`config.mk`:
```
export PLATFORM = sky130hd
export DESIGN_NAME = histo_serial_rx
export DESIGN_NICKNAME = d
export VERILOG_FILES = /design/src/rtl/histo_serial_rx.sv
export SDC_FILE = /design/constraint.sdc
export NUM_CORES = 1
export LEC_CHECK = 0
export BUFFER_PORTS_ARGS = -buffer_cell sky130_fd_sc_hd__buf_2
export CAP_MARGIN = 20
export CORE_MARGIN = 10
export CORE_UTILIZATION = 35
export CTS_CLUSTER_DIAMETER = 150
export DETAILED_ROUTE_END_ITERATION = 16
export PLACE_DENSITY = 0.53
export SYNTH_ARGS = -nofsm -noshare
export SYNTH_HDL_FRONTEND = slang
export SYNTH_SLANG_ARGS = --single-unit
```
`constraint.sdc`:
```
create_clock -name clk -period 6.8 [get_ports clk]
set_input_delay 0.34 -clock clk [delete_from_list [all_inputs] [get_ports clk]]
set_output_delay 0.34 -clock clk [all_outputs]
set_load 0.005 [all_outputs]
```
`src/rtl/histo_serial_rx.sv`:
```
// Receiver for the histogram serial link: oversamples sclk/sdata, deserialises
// MSB-first bin words and frames them by idle gaps on the serial clock.
module histo_serial_rx #(
    parameter int NUM_BINS    = 1024,
    parameter int BIN_W       = 24,
    parameter int IDLE_CYCLES = 64,
    parameter int IDX_W       = 10,
    parameter int SUM_W       = 34
) (
    input  logic             clk,
    input  logic             reset,
    input  logic             sclk_i,
    input  logic             sdata_i,
    input  logic             en_i,
    output logic             bin_valid_o,
    output logic [IDX_W-1:0] bin_idx_o,
    output logic [BIN_W-1:0] bin_data_o,
    output logic             frame_done_o,
    output logic             frame_err_o,
    output logic [SUM_W-1:0] frame_sum_o,
    output logic [15:0]      frame_cnt_o
);

    localparam int BIT_W = $clog2(BIN_W + 1);
    localparam int GAP_W = $clog2(IDLE_CYCLES + 1);
    localparam int CNT_W = IDX_W + 1;
    localparam logic [BIT_W-1:0] LAST_BIT = BIT_W'(BIN_W - 1);
    localparam logic [GAP_W-1:0] GAP_MAX  = GAP_W'(IDLE_CYCLES);
    localparam logic [CNT_W-1:0] FULL_CNT = CNT_W'(NUM_BINS);

    typedef enum logic [1:0] {
        IDLE  = 2'd0,
        RECV  = 2'd1,
        CLOSE = 2'd2
    } state_t;

    state_t             state_r;
    state_t             next_state_s;
    logic               sclk_s1_r;
    logic               sclk_s2_r;
    logic               sclk_s3_r;
    logic               sdata_s1_r;
    logic               sdata_s2_r;
    logic [GAP_W-1:0]   gap_r;
    logic [BIN_W-1:0]   shift_r;
    logic [BIT_W-1:0]   bit_cnt_r;
    logic [CNT_W-1:0]   bin_cnt_r;
    logic [SUM_W-1:0]   acc_r;
    logic               ovf_r;

    logic               rise_s;
    logic [BIN_W-1:0]   word_s;
    logic               gap_hit_s;
    logic               good_s;

    assign rise_s    = sclk_s2_r & ~sclk_s3_r;
    assign word_s    = {shift_r[BIN_W-2:0], sdata_s2_r};
    // A rise in the same cycle as the gap limit keeps the frame open.
    assign gap_hit_s = (gap_r == GAP_MAX) & ~rise_s;
    assign good_s    = (bin_cnt_r == FULL_CNT) & (bit_cnt_r == {BIT_W{1'b0}}) & ~ovf_r;

    // Two-flop synchronisers plus an extra sclk stage for edge detection.
    always_ff @(posedge clk or posedge reset) begin
        if (reset) begin
            sclk_s1_r  <= 1'b0;
            sclk_s2_r  <= 1'b0;
            sclk_s3_r  <= 1'b0;
            sdata_s1_r <= 1'b0;
            sdata_s2_r <= 1'b0;
        end else begin
            sclk_s1_r  <= sclk_i;
            sclk_s2_r  <= sclk_s1_r;
            sclk_s3_r  <= sclk_s2_r;
            sdata_s1_r <= sdata_i;
            sdata_s2_r <= sdata_s1_r;
        end
    end

    // Gap counter: cycles since the last sclk rise, saturating at the limit.
    always_ff @(posedge clk or posedge reset) begin
        if (reset) begin
            gap_r <= {GAP_W{1'b0}};
        end else if (rise_s) begin
            gap_r <= {GAP_W{1'b0}};
        end else if (gap_r != GAP_MAX) begin
            gap_r <= gap_r + GAP_W'(1);
        end else begin
            gap_r <= gap_r;
        end
    end

    // State register.
    always_ff @(posedge clk or posedge reset) begin
        if (reset) begin
            state_r <= IDLE;
        end else begin
            state_r <= next_state_s;
        end
    end

    // Next-state logic; a dropped enable always returns to IDLE.
    always_comb begin
        next_state_s = state_r;
        case (state_r)
            IDLE: begin
                if (en_i && rise_s) begin
                    next_state_s = RECV;
                end else begin
                    next_state_s = IDLE;
                end
            end
            RECV: begin
                if (gap_hit_s) begin
                    next_state_s = CLOSE;
                end else begin
                    next_state_s = RECV;
                end
            end
            CLOSE:   next_state_s = IDLE;
            default: next_state_s = IDLE;
        endcase
        if (!en_i) begin
            next_state_s = IDLE;
        end else begin
            next_state_s = next_state_s;
        end
    end

    // Deserialiser, accumulator and registered output strobes.
    always_ff @(posedge clk or posedge reset) begin
        if (reset) begin
            shift_r      <= {BIN_W{1'b0}};
            bit_cnt_r    <= {BIT_W{1'b0}};
            bin_cnt_r    <= {CNT_W{1'b0}};
            acc_r        <= {SUM_W{1'b0}};
            ovf_r        <= 1'b0;
            bin_valid_o  <= 1'b0;
            bin_idx_o    <= {IDX_W{1'b0}};
            bin_data_o   <= {BIN_W{1'b0}};
            frame_done_o <= 1'b0;
            frame_err_o  <= 1'b0;
            frame_sum_o  <= {SUM_W{1'b0}};
            frame_cnt_o  <= 16'd0;
        end else begin
            bin_valid_o  <= 1'b0;
            frame_done_o <= 1'b0;
            frame_err_o  <= 1'b0;
            if (en_i) begin
                case (state_r)
                    IDLE: begin
                        if (rise_s) begin
                            shift_r   <= {{(BIN_W-1){1'b0}}, sdata_s2_r};
                            bit_cnt_r <= BIT_W'(1);
                            bin_cnt_r <= {CNT_W{1'b0}};
                            acc_r     <= {SUM_W{1'b0}};
                            ovf_r     <= 1'b0;
                        end
                    end
                    RECV: begin
                        if (rise_s) begin
                            shift_r <= word_s;
                            if (bit_cnt_r == LAST_BIT) begin
                                bit_cnt_r <= {BIT_W{1'b0}};
                                if (bin_cnt_r < FULL_CNT) begin
                                    bin_valid_o <= 1'b1;
                                    bin_data_o  <= word_s;
                                    bin_idx_o   <= bin_cnt_r[IDX_W-1:0];
                                    acc_r       <= acc_r + SUM_W'(word_s);
                                    bin_cnt_r   <= bin_cnt_r + CNT_W'(1);
                                end else begin
                                    ovf_r <= 1'b1;
                                end
                            end else begin
                                bit_cnt_r <= bit_cnt_r + BIT_W'(1);
                            end
                        end else if (gap_hit_s) begin
                            if (good_s) begin
                                frame_done_o <= 1'b1;
                                frame_sum_o  <= acc_r;
                                frame_cnt_o  <= frame_cnt_o + 16'd1;
                            end else begin
                                frame_err_o <= 1'b1;
                            end
                        end
                    end
                    CLOSE:   ;
                    default: ;
                endcase
            end
        end
    end

endmodule
```
==> results of run 1 <==
## state kept, by name (all words and copies together), names as in the netlist, 2 cells and up
register / cells
frame_sum_o: 34
bin_data_o: 24
bin_cnt_r: 11
state_r: 2
shift_r: 23
gap_r: 7
bit_cnt_r: 5
bin_idx_o: 10
frame_cnt_o: 16
acc_r: 34
## path summary, 6_finish.rpt
kind                            cells after the start       from  slack [ps]               to
max in group asynchronous                           3      reset        5170     bin_cnt_r[7]
worst min register to register                      0  sclk_s1_r         360        sclk_s2_r
worst min-delay path                                2      reset          90  frame_sum_o[19]
worst max register to register                      6  sclk_s2_r        3660    bin_data_o[8]
min in group clk                                    2       en_i         200       state_r[0]
worst max-delay path                                6  sclk_s2_r        3660    bin_data_o[8]
## worst register-to-register path, delay by kind of cell, from the launching register on
family	cells	cell delay, ps
buffers and inverters	2	470
flip-flops	1	400
multiplexers	1	400
AND/OR/NAND/NOR	3	1740
## power by group through the flow
stage | logic, mW | clock network (mW) | registers, mW
3_3_place_gp | 0.0901 | 0 | 1.10
4_1_cts | 0.0932 | 1.12 | 1.08
3_5_place_dp | 0.0918 | 0 | 1.10
5_1_grt | 0.107 | 1.16 | 1.09
2_1_floorplan | 0.0796 | 0 | 1.09
6_report | 0.0903 | 1.09 | 1.08
## layout by cell type, fill, tap and decap left out, types with 5 or more instances in the layout
cell type and count:
a211oi_1 5, a21o_1 7, a21oi_1 41, a22o_1 25
and3_1 10, buf_2 91, buf_4 6, clkbuf_16 17
dfrtp_1 175, ha_1 31, inv_1 17, inv_6 5
mux2_2 36, nand2_1 175, nand2b_1 5, nand3_1 15
nand4_1 16, nor2_1 54, nor3_1 9, o21ai_0 45
o31ai_1 7, or3_1 5, xnor2_1 31, xor2_1 20
## layout make-up
type / instances / share of cell area
Inverter: 18 / 0.007332
Clock buffer: 19 / 0.04475
Multi-Input combinational cell: 609 / 0.3906
Sequential cell: 175 / 0.4425
Timing Repair Buffer: 100 / 0.05411
Tap cell: 319 / 0.04033
Clock inverter: 13 / 0.02035
## kinds of logic after synthesis
group,after synthesis,share of synthesized area
AND/OR/NAND/NOR,320,0.1767
adder cells (fa/ha/maj),32,0.04813
flip-flops,175,0.5167
buffers and inverters,52,0.02716
multiplexers,39,0.05137
XOR/XNOR,51,0.05270
AO/OA/AOI/OAI,167,0.1273
## stage by stage
stage	total power, mW	utilization	hold WS, ps	instances	area, sq um
after floorplan	1.172	-	331.2	836	8476
after global placement	1.192	0.3892	333.6	1218	9218
after detailed placement	1.194	0.3898	347.7	1219	9233
after CTS	2.292	0.4179	149.5	1253	9897
after global routing	2.352	0.4179	159.4	1253	9897
final	2.258	0.4179	91.17	1253	9897
## per-layer routing
layer,vias to the layer above,share of wire
met5,-,0
met4,0,0.017
met3,22,0.040
met2,128,0.45
met1,3036,0.50
li1,3078,-
==> summary.md, run 1 <==
| Metric | Value |
|---|---|
| Root buffer cell | clkbuf_16 |
| Die span in y | between 150 and 200 um |
| Post-Route WL | about 20,000 um |
| Main flop type after synthesis | dfrtp_1 |
| Met1 GRT Util | 0.1923 |
| Global-route wire length before repair | around 35,000 um |
| Max Cap Viol | 0 |
| Max Clk Rate | 318.7 MHz |
| DR pass1 iterations | 5 |
| I/O Pins | roughly 90 |
| Yosys reg bits | around 180 |
| DP Worst Slack | roughly 3600 ps |
| Syn Nets | ~870 |
| Post-route clock period utilization | 0.4615 |
| GRT Max-Usage Layer | met2 |
| Worst setup margin | 3662 ps |
| CTS H-tree lvls | 4 |
| Clk_skew | between 10 and 15 ps |
| Net switching fraction of the power | 0.2350 |
| Switching Power | ~0.53 mW |
| FP Rows | 56 |
| Remaining antenna violation count | 0 |
| Met2 Use GR | 0.2100 |
| Minimum clock period | ~3100 ps |
| VDD IR max | roughly 0.13 mV |
| Max Slew Vio Count | 0 |
| FF+latch area | ~0.0044 sq mm |
| Vias after detailed routing | 6,264 |
| Clock slew at reported path FFs | ~70 ps |
| Startpoint types | flop |
| DIE AREA | slightly above 0.03 sq mm |
| Hold Fails Final Rpt | 0 |
| Post-cts resize count | 0 |
| Detail Placement HPWL | around 14,000 um |
| Synth cell count leaders | dfrtp_1 (175), nand2_1 (175), nor2_1 (54) |
| Worst Setup Path Type | reg2reg |
| Register area share after synthesis | 0.5167 |
| Initial core utilization | 0.3579 |
| Ant. Diodes | 0 |
| Asr flop ratio synth | 1.000 |
| Syn Area/Cell | just over 10 sq um |
| Drt wl/cell | 16.34 um |
| Max_slew headroom | 0.2714 |
| Worst-Skew Late Latency | approximately 440 ps |
| Top cell family by delay on the critical path | simple AND/OR/NAND/NOR gates |
| Worst-path maximum fanout | 31 |
| Pin count of the biggest net entering global routing | 100 |
| Vias per inst | approximately 5 |
| Post-synth EDFFs | 0 |
| Sum of negative setup slack | 0 ps |
| Worst slew pin tran | roughly 1100 ps |
| Tot GR Track Use | 0.1392 |
| DR DRC count | 0 |
| CP Cell Sequence | nor2b_1 > and3_1 > nand2_1 > inv_1 > buf_4 > mux2_2 |
| Clock buffer depth | 2 |
| Status | completed |
| CTS tree | done |
| Gate Count Post-Synth | about 840 |
| RSZ-0062 raised after global routing | no |
| # fillers | ~2.4k |
| Yosys warnings | 0 |
| P_int | 1.728 mW |
| Pleak | roughly 5 nW |
| Die W | between 150 and 200 um |
| Combinational share of power | 0.040 |
| Core footprint | around 0.024 sq mm |
| Multi-input logic area | a little under 0.004 sq mm |
| Hold/Removal Path Class | in2async |
| Syn Std Cell Area | roughly 0.0085 sq mm |
| DR iter-0 viols | between 300 and 400 |
| IO buf count | 91 |
| Share of cells above drive strength 1 | 0.2013 |
| Number of global-route vias before repair | around 6.3k |
| CTS Buf Count | 17 |
| CP max-delay cell | and3_1 |
| Clock sinks | roughly 180 |
| Met3 Usage GRT | 0.02788 |
| Clk pwr share | 0.481 |
| Final setup fails | 0 |
| Synth top area share | 0.5167 |
| Synth area leader | dfrtp_1 |
| Total grt overflow | 0 |
| Crit path buf inv count | 2 |
| Synth cell types | 68 |
| Largest cells by area after synthesis | dfrtp_1 (52%), nand2_1 (7.8%), mux2_2 (4.8%) |
| Crit-path max cell delay | 1000 ps |
| PwrDens | between 200 and 250 mW/mm^2 |
| CP Capture Type | flop |
| Critical path required time | just over 7000 ps |
| Initial antenna violation count | 0 |
| Cts hold-fix bufs | 2 |
| Nets | about 960 |
| Sequential Power Share | 0.479 |
| P&R area growth vs syn | 16.77% |
| Routability congestion estimate | ~0.84 |
| Arrival @ worst endpoint | ~3500 ps |
| # Post-CTS Setup Buffers | 0 |
Power figures use the tool's default switching activity.
==> inputs of run 2 (changes only) <==
==> constraint.sdc (replaced) <==
create_clock -name clk -period 3.2 [get_ports clk]
set_input_delay 0.16 -clock clk [delete_from_list [all_inputs] [get_ports clk]]
set_output_delay 0.16 -clock clk [all_outputs]
set_load 0.005 [all_outputs]
==> run 2 against run 1 <==
  * Die area unchanged
  * First-iteration DRC count increased by 9.5%
  * Critical path depth increased by 4
  * Core utilization increased by 0.063 points
  * Cell count increased by 0.80%
  * Sequential power increased by 110%
  * Register-to-register slack got worse by 3200 ps
  * Maximum frequency increased by 16%
  * Critical path type unchanged
  * Critical endpoint is now acc_r[32]
  * Largest power group is now registers
  * Highest routed layer unchanged
==> summary.md, run 2 (synthesized netlist as in run 1, its figures left out) <==
| Metric | Value |
|---|---|
| Minimum clock period | 2694 ps (-444.1 ps) |
| Worst Setup Path Type | reg2reg |
| Pleak | 5.000 nW (+0.50%) |
| Arrival @ worst endpoint | 3040 ps (-420 ps) |
| Global-route wire length before repair | 34,000 um (-2.4%) |
| Core footprint | 0.02368 sq mm (unchanged) |
| RSZ-0062 raised after global routing | no |
| Remaining antenna violation count | 0 (unchanged) |
| Vias per inst | 4.922 (-1.5%) |
| Detail Placement HPWL | 14,570 um (+3.0%) |
| P&R area growth vs syn | 16.95% |
| Final Non-Filler Cells | 1,263 (+0.80%) |
| Routability congestion estimate | 0.8677 (+2.9%) |
| Root buffer cell | clkbuf_16 |
| Die W | 175.6 um (unchanged) |
| Critical path required time | 3550 ps (-3580 ps) |
| # Post-CTS Setup Buffers | 0 (unchanged) |
| CP Capture Type | flop |
| Drt wl/cell | 16.22 um (-0.72%) |
| Hold Fails Final Rpt | 0 (unchanged) |
| Pin count of the biggest net entering global routing | 72 (-28%) |
| VDD IR max | 0.2684 mV (+110%) |
| R2R Setup Slk | 510 ps (-3160 ps) |
| PwrDens | 457.5 mW/mm^2 (+100%) |
| Worst slew pin tran | 538.5 ps (-554.4 ps) |
| Max Clk Rate | 371.2 MHz (+16%) |
| Clock buffer depth | 2 (unchanged) |
| FP Rows | 56 (unchanged) |
| Total grt overflow | 0 (unchanged) |
| DR DRC count | 0 (unchanged) |
| Top flop regs | acc_r x34, frame_sum_o x34, bin_data_o x24 |
| Tot GR Track Use | 0.1355 (-0.003651) |
| Nets | 968 (+1.0%) |
| Die span in y | 175.6 um (unchanged) |
| IO buf count | 91 (unchanged) |
| Worst-path maximum fanout | 10 (-68%) |
| Inst Count DP | 1,228 (+0.74%) |
| Vias after detailed routing | 6,217 (-0.75%) |
| Post-cts resize count | 0 (unchanged) |
| Post-route clock period utilization | 0.8419 (+0.3804) |
| Max Cap Viol | 0 (unchanged) |
| Commonest cells after routing, fill and taps aside | nand2_1 (175), dfrtp_1 (175), buf_2 (91) |
| Sum of negative setup slack | 0 ps (unchanged) |
| Hold/Removal Path Class | in2reg |
| CTS H-tree lvls | 4 (unchanged) |
| Initial core utilization | 0.3579 (unchanged) |
| Clock slew at reported path FFs | 80 ps (about the same) |
| Max Slew Vio Count | 0 (unchanged) |
| CTS Buf Count | 17 (unchanged) |
| I/O Pins | 92 (unchanged) |
| DR iter-0 viols | 368 (+9.5%) |
| Max_slew headroom | 0.6386 (+0.3672) |
| DIE AREA | 0.03084 sq mm (unchanged) |
| Status | completed |
| CTS tree | done |
| Ant. Diodes | 0 (unchanged) |
| Number of global-route vias before repair | 6,225 (-1.9%) |
| Startpoint types | flop |
| Initial antenna violation count | 0 (unchanged) |
| Clk_skew | 13.37 ps (+1.662 ps) |
| Post-Route WL | 20,490 um (about the same) |
| Share of cells above drive strength 1 | 0.2097 (+0.008461) |
| Final setup fails | 0 (unchanged) |
| DR pass1 iterations | 4 (-1) |
| Worst-Skew Late Latency | 440 ps (about the same) |
| Clock sinks | 175 (unchanged) |
## run 2: changes by cell type in the layout (fill, tap and decap cells not counted)
cell           delta
clkinv_2          +1
buf_4             +8
buf_8             -1
inv_6             +2
buf_12            +2
clkbuf_1          -1
clkinv_4          +1
inv_8             +3
bufinv_16         -4
clkbuf_8          -1
clkinvlp_4        -1
dlygate4sd3_1     +1
## run 2: what timing repair did
item	4_1_cts	5_1_grt
hold endpoints to repair	18	0
endpoints found under the setup margin	0	0
hold buffers	3	0
## run 2: routing by layer
metal	track usage	wire (um)
met1	0.1883	10360
met2	0.2060	9199
met3	0.03195	689
met4	0.03744	246
met5	0	0
## run 2: path summary, 6_finish.rpt
| check | end | start | depth (start not counted) |
|---|---|---|---|
| worst max-delay path | acc_r[32] | sdata_s2_r | 10 |
| worst min-delay path | state_r[0] | en_i | 2 |
| worst max register to register | acc_r[32] | sdata_s2_r | 10 |
| worst min register to register | sclk_s2_r | sclk_s1_r | 0 |
| max in group asynchronous | acc_r[8] | reset | 4 |
| min in group asynchronous | frame_cnt_o[9] | reset | 3 |
## run 2: layout make-up
| class | count | area, sq um |
|---|---|---|
| inverter | 18 | 71.32 |
| fill | 2402 | 13770 |
| tap | 319 | 399.1 |
| sequential | 175 | 4379 |
| multi-input combinational | 609 | 3866 |
| clock inverter | 15 | 140.1 |
| timing repair buffer | 110 | 630.6 |
| clock buffer | 17 | 425.4 |
## run 2: where the power goes
part | switching, mW | internal (mW)
clock | 0.994 | 1.04
combinational | 0.125 | 0.0772
sequential | 0.0478 | 2.25
## run 2: worst max-delay path: stages, from the launching register on
cell and delay [ps]:
dfrtp_1 370, ha_1 180, inv_1 50, fa_1 380
nand2b_1 190, a21oi_1 240, o41ai_1 150, a21oi_2 210
a21oi_2 140, or4_1 510, a21oi_1 180
## run 2: per-stage QoR
step                      setup slack [ps]  hold slack (ps)  total power, mW  utilization  instance area, sq um
after floorplan                      801.3            191.4            2.491            -                  8479
after global placement               625.1            212.7            2.541       0.3934                  9316
after detailed placement             514.7            212.8            2.544       0.3934                  9316
after CTS                            494.4            7.006            4.591       0.4185                  9912
after global routing                 287.0            22.66            4.710       0.4185                  9912
final                                505.9            24.11            4.535       0.4185                  9912
==> inputs of run 3 (changes only) <==
==> constraint.sdc (replaced) <==
create_clock -name clk -period 2.55 [get_ports clk]
set_input_delay 0.1275 -clock clk [delete_from_list [all_inputs] [get_ports clk]]
set_output_delay 0.1275 -clock clk [all_outputs]
set_load 0.005 [all_outputs]
==> run 3 against run 2 <==
  * Count of clock-buffer cells in the layout did not move
  * Largest power group unchanged
  * Worst setup slack worse by 430 ps
  * Sequential share of layout area down 1.3 points
  * Worst hold slack improved by 170 ps
  * Wire length grew 1.7%
  * First-iteration DRC count decreased by 7.3%
  * Via count increased by 2.9%
  * Clock skew up 8.5 ps
  * Sequential power increased by 25%
  * Highest routed layer unchanged
==> summary.md, run 3 (synthesized netlist as in run 1, its figures left out) <==
| Metric | Value |
|---|---|
| Status | completed |
| Tot GR Track Use | 0.1384 (+0.002845) |
| CP Capture Type | flop |
| PwrDens | 558.1 mW/mm^2 (+22%) |
| Total grt overflow | 0 (unchanged) |
| Top flop regs | acc_r x34, frame_sum_o x34, bin_data_o x24 |
| Nets | 995 (+2.8%) |
| Remaining antenna violation count | 0 (unchanged) |
| CTS H-tree lvls | 4 (unchanged) |
| Met1 GRT Util | 0.1941 (+0.005763) |
| Share of cells above drive strength 1 | 0.2472 (+0.03742) |
| Worst Setup Path Type | reg2reg |
| P&R area growth vs syn | 20.58% |
| Max Cap Viol | 0 (unchanged) |
| Clock sinks | 175 (unchanged) |
| Final setup fails | 0 (unchanged) |
| Minimum clock period | 2472 ps (-222.6 ps) |
| Most common cell after layout, fill and taps aside | nand2_1 |
| Max_slew headroom | 0.6838 (+0.04517) |
| I/O Pins | 92 (unchanged) |
| Post-Route WL | 20,830 um (+1.7%) |
| Met2 Use GR | 0.2121 (+0.006046) |
| Hold/Removal Path Class | in2async |
| Post-route cell area | 0.01022 sq mm (+3.1%) |
| Post-route clock period utilization | 0.9692 (+0.1273) |
| Clock slew at reported path FFs | 80 ps (about the same) |
| Vias per inst | 4.960 (+0.77%) |
| Max Slew Vio Count | 0 (unchanged) |
| Pin count of the biggest net entering global routing | 87 (+21%) |
| Number of global-route vias before repair | 6,405 (+2.9%) |
| RSZ-0062 raised after global routing | yes |
| Initial core utilization | 0.3579 (unchanged) |
| Worst slew pin tran | 470.3 ps (-68.16 ps) |
| Critical path required time | 2920 ps (-630 ps) |
| Die W | 175.6 um (unchanged) |
| Commonest cells after routing, fill and taps aside | nand2_1 (175), dfrtp_1 (174), buf_2 (91) |
| Ant. Diodes | 0 (unchanged) |
| Startpoint types | flop |
| Dpl cell area | 0.009497 sq mm (+1.9%) |
| Global-route wire length before repair | 34,730 um (+2.2%) |
| CTS Buf Count | 17 (unchanged) |
| Routability congestion estimate | 0.8503 (-2.0%) |
| Pleak | 5.142 nW (+2.8%) |
| Root buffer cell | clkbuf_16 |
| FP Rows | 56 (unchanged) |
| Worst-path maximum fanout | 6 (-4) |
| Met3 Usage GRT | 0.02874 (-0.003217) |
| Clock buffer depth | 2 (unchanged) |
| DR iter-0 viols | 341 (-7.3%) |
| Hold Fails Final Rpt | 0 (unchanged) |
| Detail Placement HPWL | 14,880 um (+2.1%) |
| IO buf count | 91 (unchanged) |
| Core footprint | 0.02368 sq mm (unchanged) |
| Drt wl/cell | 16.15 um (-0.46%) |
| # fillers | 2,361 (-1.7%) |
| Worst-Skew Late Latency | 440 ps (about the same) |
| Die span in y | 175.6 um (unchanged) |
| DIE AREA | 0.03084 sq mm (unchanged) |
| CTS tree | done |
| Initial antenna violation count | 0 (unchanged) |
| Clk_skew | 21.82 ps (+8.450 ps) |
| Arrival @ worst endpoint | 2840 ps (-200 ps) |
| Final Non-Filler Cells | 1,290 (+2.1%) |
| DR DRC count | 0 (unchanged) |
| Max Clk Rate | 404.6 MHz (+9.0%) |
| VDD IR max | 0.3349 mV (+25%) |
| GRT Max-Usage Layer | met2 |
| DR pass1 iterations | 4 (unchanged) |
| Vias after detailed routing | 6,399 (+2.9%) |
| Inst Count DP | 1,252 (+2.0%) |
-- run 3: changes by cell type in the layout (fill, tap and decap cells not counted), moves of 3 or more --
cell and delta:
buf_4 +25, a21oi_1 -5, a21oi_2 +3, ha_1 -3, inv_8 -3
-- run 3: worst max-delay path: stages (launching register included) --
cell and delay [ps]:
dfrtp_1 380, ha_2 200, inv_2 40, fa_2 330, nand2b_4 160, a21oi_4 200, o41ai_4 90, a21oi_2 240
a21oi_4 110, or4_4 520, a21oi_2 120
-- run 3: metrics by stage --
stage | hold WS (ps) | power (mW) | util | setup slack (ps) | TNS, ps
floorplan | 158.9 | 3.126 | - | 183.8 | 0
global placement | 100.4 | 3.194 | 0.4010 | 11.78 | 0
detailed placement | 104.0 | 3.200 | 0.4010 | -78.90 | -162.3
CTS | 181.2 | 5.795 | 0.4269 | 1.172 | 0
global route | 206.7 | 5.949 | 0.4315 | -50.44 | -193.8
finish | 190.7 | 5.704 | 0.4315 | 78.48 | 0
-- run 3: routing by layer --
layer / part of all wire / routed length (um)
met5: 0 / 0
met4: 0.0080 / 166
met3: 0.036 / 741
met2: 0.45 / 9427
met1: 0.50 / 10500
-- run 3: timing repair --
item | in CTS | in global routing
setup endpoints to repair | 4 | 8
buffers inserted | 0 | 2
gates resized for setup | 1 | 20
pin swaps | 0 | 10
hold endpoints to repair | 12 | 0
hold buffers | 4 | 0
-- run 3: final timing paths --
| path | depth (start not counted) | start | slack (ps) | endpoint |
|---|---|---|---|---|
| hold reg to reg | 0 | sclk_s1_r | 370 | sclk_s2_r |
| min in group clk | 2 | sdata_i | 340 | sdata_s1_r |
| setup reg to reg | 10 | acc_r[0] | 80 | acc_r[32] |
| hold / removal | 3 | reset | 190 | frame_cnt_o[9] |
| setup / recovery | 10 | acc_r[0] | 80 | acc_r[32] |
| max in group asynchronous | 4 | reset | 1610 | acc_r[29] |
-- run 3: power breakdown --
group          leakage [nW]  total [mW]  switching [mW]  internal (mW)
logic                  2.45       0.262           0.160          0.102
registers              2.42        2.88          0.0599           2.82
clock network         0.276        2.56            1.26           1.30
-- run 3: cell type report --
| type | count | area (sq um) | area share |
|---|---|---|---|
| Sequential cell | 175 | 4380 | 0.4286 |
| Multi-Input combinational cell | 609 | 3959 | 0.3874 |
| Timing Repair Buffer | 137 | 839.6 | 0.08215 |
| Clock buffer | 17 | 425.4 | 0.04163 |
| Tap cell | 319 | 399.1 | 0.03905 |
| Clock inverter | 15 | 145.1 | 0.01420 |
| Inverter | 18 | 71.32 | 0.006978 |
